`src/rtl/rd_txn_guard.sv`:
```
// AXI read-path watchdog: tracks in-flight reads in a slot table, enforces three
// latency budgets per transaction and flags unexpected R IDs with a sticky fault.
module rd_txn_guard #(
    parameter int IdWidth      = 4,
    parameter int MaxTxns      = 8,
    parameter int LatencyWidth = 10
) (
    input  logic                           clk_i,
    input  logic                           rst_ni,
    input  logic                           guard_en_i,
    input  logic                           irq_clear_i,
    input  logic                           s_ar_valid_i,
    output logic                           s_ar_ready_o,
    input  logic [IdWidth-1:0]             s_ar_id_i,
    output logic                           m_ar_valid_o,
    input  logic                           m_ar_ready_i,
    input  logic                           r_valid_i,
    input  logic                           r_ready_i,
    input  logic                           r_last_i,
    input  logic [IdWidth-1:0]             r_id_i,
    input  logic [LatencyWidth-1:0]        budget_ar_i,
    input  logic [LatencyWidth-1:0]        budget_first_i,
    input  logic [LatencyWidth-1:0]        budget_last_i,
    output logic                           irq_o,
    output logic [2:0]                     fault_code_o,
    output logic [IdWidth-1:0]             fault_id_o,
    output logic [$clog2(MaxTxns+1)-1:0]   outstanding_o
);
    localparam int CntW = $clog2(MaxTxns + 1);
    localparam int IdxW = $clog2(MaxTxns);

    typedef enum logic [1:0] {
        SlotFree   = 2'd0,
        SlotArWait = 2'd1,
        SlotRFirst = 2'd2,
        SlotRBurst = 2'd3
    } slot_state_e;

    slot_state_e             state_q [MaxTxns];
    slot_state_e             state_d [MaxTxns];
    logic [IdWidth-1:0]      id_q    [MaxTxns];
    logic [IdWidth-1:0]      id_d    [MaxTxns];
    logic [IdxW-1:0]         order_q [MaxTxns];
    logic [IdxW-1:0]         order_d [MaxTxns];
    logic [LatencyWidth-1:0] cnt_q   [MaxTxns];
    logic [LatencyWidth-1:0] cnt_d   [MaxTxns];

    logic               fault_q, fault_d;
    logic [2:0]         code_q, code_d;
    logic [IdWidth-1:0] fid_q, fid_d;
    logic [CntW-1:0]    outstanding_q, outstanding_d;

    logic [MaxTxns-1:0] busy, match, timeout, free_now;
    logic               ar_wait_any, table_full, alloc_ok, alloc_found;
    logic               ar_hs, r_hs, match_any;
    logic [IdxW-1:0]    alloc_idx, alloc_order, dec;
    logic               new_fault;
    logic [2:0]         new_code;
    logic [IdWidth-1:0] new_id;

    assign r_hs      = guard_en_i & r_valid_i & r_ready_i;
    assign match_any = |match;

    for (genvar gi = 0; gi < MaxTxns; gi++) begin : g_slot
        logic [LatencyWidth-1:0] budget;
        always_comb begin
            budget = '0;
            case (state_q[gi])
                SlotArWait: budget = budget_ar_i;
                SlotRFirst: budget = budget_first_i;
                SlotRBurst: budget = budget_last_i;
                default:    budget = '0;
            endcase
        end
        assign busy[gi]    = (state_q[gi] != SlotFree);
        // Only the oldest same-ID read (order 0) may accept an R beat.
        assign match[gi]   = r_hs && (state_q[gi] == SlotRFirst || state_q[gi] == SlotRBurst)
                             && (id_q[gi] == r_id_i) && (order_q[gi] == '0);
        assign timeout[gi] = guard_en_i && busy[gi] && (budget != '0) && (cnt_q[gi] >= budget);
        assign free_now[gi] = busy[gi] && ((timeout[gi] && state_q[gi] != SlotArWait)
                              || (match[gi] && r_last_i));
    end

    assign table_full = &busy;

    always_comb begin
        ar_wait_any = 1'b0;
        alloc_found = 1'b0;
        alloc_idx   = '0;
        alloc_order = '0;
        for (int i = 0; i < MaxTxns; i++) begin
            if (state_q[i] == SlotArWait) ar_wait_any = 1'b1;
            if (!busy[i] && !alloc_found) begin
                alloc_found = 1'b1;
                alloc_idx   = IdxW'(i);
            end
            if (busy[i] && !free_now[i] && id_q[i] == s_ar_id_i) alloc_order = alloc_order + IdxW'(1);
        end
    end

    always_comb begin
        alloc_ok     = guard_en_i & s_ar_valid_i & ~ar_wait_any & ~table_full & ~fault_q;
        m_ar_valid_o = guard_en_i ? (s_ar_valid_i & (ar_wait_any | alloc_ok)) : s_ar_valid_i;
        s_ar_ready_o = guard_en_i ? (m_ar_ready_i & m_ar_valid_o) : m_ar_ready_i;
        ar_hs        = guard_en_i & s_ar_valid_i & m_ar_valid_o & m_ar_ready_i;
    end

    // Descending scan so the lowest slot wins; an unexpected R ID overrides all.
    always_comb begin
        new_fault = 1'b0;
        new_code  = 3'd0;
        new_id    = '0;
        for (int i = MaxTxns - 1; i >= 0; i--) begin
            if (timeout[i]) begin
                new_fault = 1'b1;
                new_code  = (state_q[i] == SlotArWait) ? 3'd1 :
                            (state_q[i] == SlotRFirst) ? 3'd2 : 3'd3;
                new_id    = id_q[i];
            end
        end
        if (r_hs && !match_any) begin
            new_fault = 1'b1;
            new_code  = 3'd4;
            new_id    = r_id_i;
        end
    end

    always_comb begin
        fault_d = fault_q;
        code_d  = code_q;
        fid_d   = fid_q;
        if (guard_en_i) begin
            if (new_fault && (!fault_q || irq_clear_i)) begin
                fault_d = 1'b1;
                code_d  = new_code;
                fid_d   = new_id;
            end else if (irq_clear_i) begin
                fault_d = 1'b0;
                code_d  = 3'd0;
                fid_d   = '0;
            end
        end
    end

    always_comb begin
        dec = '0;
        for (int i = 0; i < MaxTxns; i++) begin
            state_d[i] = state_q[i];
            id_d[i]    = id_q[i];
            order_d[i] = order_q[i];
            cnt_d[i]   = (cnt_q[i] == '1) ? cnt_q[i] : cnt_q[i] + LatencyWidth'(1);
            // Older same-ID reads leaving this cycle move this one up the queue.
            dec = '0;
            for (int j = 0; j < MaxTxns; j++) begin
                if (free_now[j] && id_q[j] == id_q[i] && order_q[j] < order_q[i])
                    dec = dec + IdxW'(1);
            end
            case (state_q[i])
                SlotFree: begin
                    cnt_d[i]   = '0;
                    order_d[i] = '0;
                    if (alloc_ok && alloc_idx == IdxW'(i)) begin
                        id_d[i]    = s_ar_id_i;
                        order_d[i] = alloc_order;
                        state_d[i] = ar_hs ? SlotRFirst : SlotArWait;
                    end
                end
                SlotArWait: begin
                    order_d[i] = order_q[i] - dec;
                    if (ar_hs) begin
                        state_d[i] = SlotRFirst;
                        cnt_d[i]   = '0;
                    end
                end
                default: begin
                    if (free_now[i]) begin
                        state_d[i] = SlotFree;
                        cnt_d[i]   = '0;
                        order_d[i] = '0;
                    end else begin
                        order_d[i] = order_q[i] - dec;
                        if (match[i] && !r_last_i && state_q[i] == SlotRFirst) begin
                            state_d[i] = SlotRBurst;
                            cnt_d[i]   = '0;
                        end
                    end
                end
            endcase
            if (!guard_en_i) begin
                state_d[i] = SlotFree;
                cnt_d[i]   = '0;
                order_d[i] = '0;
            end
        end
    end

    always_comb begin
        outstanding_d = '0;
        for (int i = 0; i < MaxTxns; i++) begin
            if (state_d[i] != SlotFree) outstanding_d = outstanding_d + CntW'(1);
        end
    end

    always_ff @(posedge clk_i or negedge rst_ni) begin
        if (!rst_ni) begin
            for (int i = 0; i < MaxTxns; i++) begin
                state_q[i] <= SlotFree;
                id_q[i]    <= '0;
                order_q[i] <= '0;
                cnt_q[i]   <= '0;
            end
            fault_q       <= 1'b0;
            code_q        <= 3'd0;
            fid_q         <= '0;
            outstanding_q <= '0;
        end else begin
            for (int i = 0; i < MaxTxns; i++) begin
                state_q[i] <= state_d[i];
                id_q[i]    <= id_d[i];
                order_q[i] <= order_d[i];
                cnt_q[i]   <= cnt_d[i];
            end
            fault_q       <= fault_d;
            code_q        <= code_d;
            fid_q         <= fid_d;
            outstanding_q <= outstanding_d;
        end
    end

    assign irq_o         = fault_q;
    assign fault_code_o  = code_q;
    assign fault_id_o    = fid_q;
    assign outstanding_o = outstanding_q;

endmodule
```
`config.mk`:
```
export PLATFORM = sky130hd
export DESIGN_NAME = rd_txn_guard
export DESIGN_NICKNAME = d
export VERILOG_FILES = /design/src/rtl/rd_txn_guard.sv
export SDC_FILE = /design/constraint.sdc
export NUM_CORES = 1
export LEC_CHECK = 0
export BUFFER_PORTS_ARGS = -buffer_cell sky130_fd_sc_hd__buf_4
export CORE_ASPECT_RATIO = 0.6
export CORE_MARGIN = 5
export CORE_UTILIZATION = 50
export CTS_CLUSTER_DIAMETER = 100
export DETAILED_ROUTE_END_ITERATION = 10
export PLACE_DENSITY_LB_ADDON = 0.3
export SLEW_MARGIN = 5
export SYNTH_ARGS = -nofsm -noshare
export SYNTH_HDL_FRONTEND = slang
export SYNTH_SLANG_ARGS = --single-unit
```
`constraint.sdc`:
```
create_clock -name clk_i -period 14.27 [get_ports clk_i]
set_input_delay 2.854 -clock clk_i [delete_from_list [all_inputs] [get_ports clk_i]]
set_output_delay 2.854 -clock clk_i [all_outputs]
set_load 0.005 [all_outputs]
```
==> out/metrics.yaml <==
detailed_routing:
  route.detailed.drc: 0
  detail_route.wl_per_cell_um: 24.31
  post_drt_via_cell_ratio: 6.446
  ant_nets: 0
  wirelength_mm: 70.13
  drt_first_pass_iters: 9
  vias: 18596
  drt_iter0_markers: 2666
logic_synthesis:
  mappedNetlistArea_mm2: 0.01983
  synth_nets: 2651
  synthArstFlopShare_pct: 100.0
  synth_top_family_by_area: "simple AND/OR/NAND/NOR gates"
  synth_fa_ha_area_share_pct: 16.14
  synthCells: 2353
  yosys.area_share.simple_pct: 20.48
  synthMuxAreaShare_pct: 8.746
  synth_edf_count: 0
  synth_xor_area_share_pct: 15.42
  synth-compound-area-share_pct: 13.61
  ys_seq_area_share_pct: 20.70
  synth.ff_latch_count: 164
  ys_types: 92
  avgSynthCellArea_um2: 8.427
  synth_flop_cell: "dfrtp_1"
  synth_warnings: 0
clock_tree:
  cts_num_sinks: 164
  htreeDepth: 4
  clockBufferDepth: 2
  clkLatencyLatePin_ns: 0.46
  post_cts_buffers: 0
  cts_buffers: 17
  path_clk_slew_ns: 0.07
  post_cts_resized: 0
  hold_buffers: 0
  cts_tree: "yes"
  root_buffer: "clkbuf_16"
floorplan:
  rows: 56
  coreArea_mm2: 0.03910
  fp.dieH_um: 164.3
  ioPinCount: 61
  fp.dieW_um: 267.1
  dieArea_mm2: 0.04387
  initial_utilization_pct: 50.71
timing:
  period_share_pct: 72.05
  drv_slew: 0
  min_period_ns: 10.28
  tightest_slew_ns: 1.240
  fin_hold_ws_ns: 0.4883
  setup_viol: 0
  rsz0062_at_grt: "false"
  fin_skew_ns: 0.01538
  hold_viol: 0
  maxSlewHeadroom_pct: 16.68
  fmax_ghz: 0.09726
  tns_ns: 0
  fin_ws_ns: 3.989
place:
  numPortBuffers: 60
  dp.cells: 2853
  routabilityCongestion: 1.049
  preCtsSetupSlack_ns: 3.785
  hpwl_mm: 54.50
status:
  status: "complete, no violations"
global_route:
  grt_pass1_wl_mm: 106.3
  grtUsageTotal_pct: 31.39
  grt_overflow: 0
  grt_max_degree: 59
  antenna_found_initial: 1
  grt_pass1_vias: 17704
setup_path:
  reg2regPathDepth: 39
  crit_top_cell: "ha_1"
  cp-start-kind: "primary input"
  worstPathArrival_ns: 10.55
  critPathRequiredTime_ns: 14.54
  criticalPathCategory: "in -> reg"
  crit_fanout: 8
  critPathCaptureType: "register"
  cpPeakStageDelay_ns: 0.83
  cpMaxStageDelayCell: "xnor2_1"
  reg2reg_from: "state_q[13]"
  startpoint: "budget_last_i[0]"
finish:
  drive_above_1_share_pct: 10.54
  multi_input_area_mm2: 0.01476
  area_growth_pct: 7.358
  fill_cells: 3579
  n_antenna_cell: 0
  fin_nets: 2648
  seq_area_mm2: 0.004104
  fin_cells: 2885
job:
  maxCapViolations: 0
min_path:
  hold_depth: 2
  hold_class: "reg -> reg"
  hold_start: "id_q[10]"
power_and_ir_drop:
  powerDensity_mw_per_mm2: 59.99
  p_leak_nw: 9.253
  ir_drop_v: 0.00007906
## cells in the final DEF (no fill, tap or decap), types with 25 or more instances in the layout
cell	instances
o21ai_0	59
nor4_1	31
inv_1	120
a21oi_1	92
nand2b_1	40
mux2_2	65
a21o_1	32
nor3_1	53
mux2i_1	69
buf_4	97
nand4_1	71
xor2_1	166
nand3_1	68
ha_1	243
nor2b_1	33
xnor2_1	168
nand2_1	184
nor2_1	191
and3_1	28
a22oi_1	65
dfrtp_1	164
mux2_1	25
## path summary, 6_finish.rpt
check	slack (ns)	endpoint
hold / removal	0.49	id_q[10]
min in group asynchronous	2.36	cnt_q[14]
setup / recovery	3.99	order_q[20]
hold reg to reg	0.49	id_q[10]
setup reg to reg	5.63	order_q[20]
max in group asynchronous	9.94	cnt_q[66]
## routing by layer
| layer | part of all wire [%] | GRT usage (%) | wire (um) |
|---|---|---|---|
| met2 | 37 | 40.97 | 25850 |
| met1 | 46 | 47.77 | 32270 |
| met4 | 2.1 | 6.048 | 1490 |
| met5 | 0.18 | 1.914 | 125 |
| met3 | 15 | 12.83 | 10400 |
## registers in the layout, indices dropped and copies added (netlist names)
register and cells:
outstanding_o 4, order_q 24, id_q 32, irq_o 1
fault_id_o 4, fault_code_o 3, cnt_q 80, state_q 16
## worst max-delay path: cells and delay by family
| family | cells | cell delay [ns] |
|---|---|---|
| buf+inv | 3 | 0.25 |
| compound gates | 10 | 1.85 |
| simple gates | 7 | 1.33 |
| fa+ha+maj | 7 | 1.97 |
| xor+xnor | 5 | 1.55 |
| mux | 3 | 0.71 |
## stage by stage
step                power, mW  util, %  area [um2]
floorplan              0.7079        -       19830
global placement       0.7931    52.99       20720
detailed placement     0.8009    52.99       20720
CTS                     1.266    54.45       21290
global route            1.316    54.45       21290
finish                  1.277    54.45       21290
## report_power, final
group          internal [mW]  leakage [nW]  total (mW)  switching, mW
combinational          0.114          6.71       0.260          0.146
sequential             0.477          2.27       0.544         0.0669
clock                  0.249         0.270       0.472          0.224
total                  0.840          9.25        1.28          0.437
## final cells by class
cell class	count	share of cell area (%)
clock buffer	20	2.098
clock inverter	12	0.5701
inverter	124	2.187
multi-input combinational	1945	69.32
sequential	164	19.28
tap	522	3.068
timing repair buffer	98	3.474
## synth_stat cells (all sizes together), types with 40 or more instances
cell,count,area [um2]
ha,243,3040
nor3,58,315.3
clkbuf,68,255.2
buf,52,251.5
xnor2,170,1515
mux2,92,1044
nand4,72,465.5
nand2b,40,250.2
inv,124,465.4
a22oi,67,513.0
nor2,192,723.2
xor2,170,1519
o21ai,65,325.3
dfrtp,164,4104
nand2,184,690.7
mux2i,69,690.7
a21oi,93,469.2
nand3,68,340.3
## cell families (layout without fill, tap and decap cells)
| logic type | count (synthesis) | count (layout) |
|---|---|---|
| flip-flops | 164 | 164 |
| XOR/XNOR | 341 | 341 |
| adder cells (fa/ha/maj) | 251 | 251 |
| AO/OA/AOI/OAI | 397 | 397 |
| multiplexers | 161 | 161 |
| AND/OR/NAND/NOR | 795 | 795 |
| buffers and inverters | 244 | 254 |
Note: power is estimated with default switching activity, not from simulation.
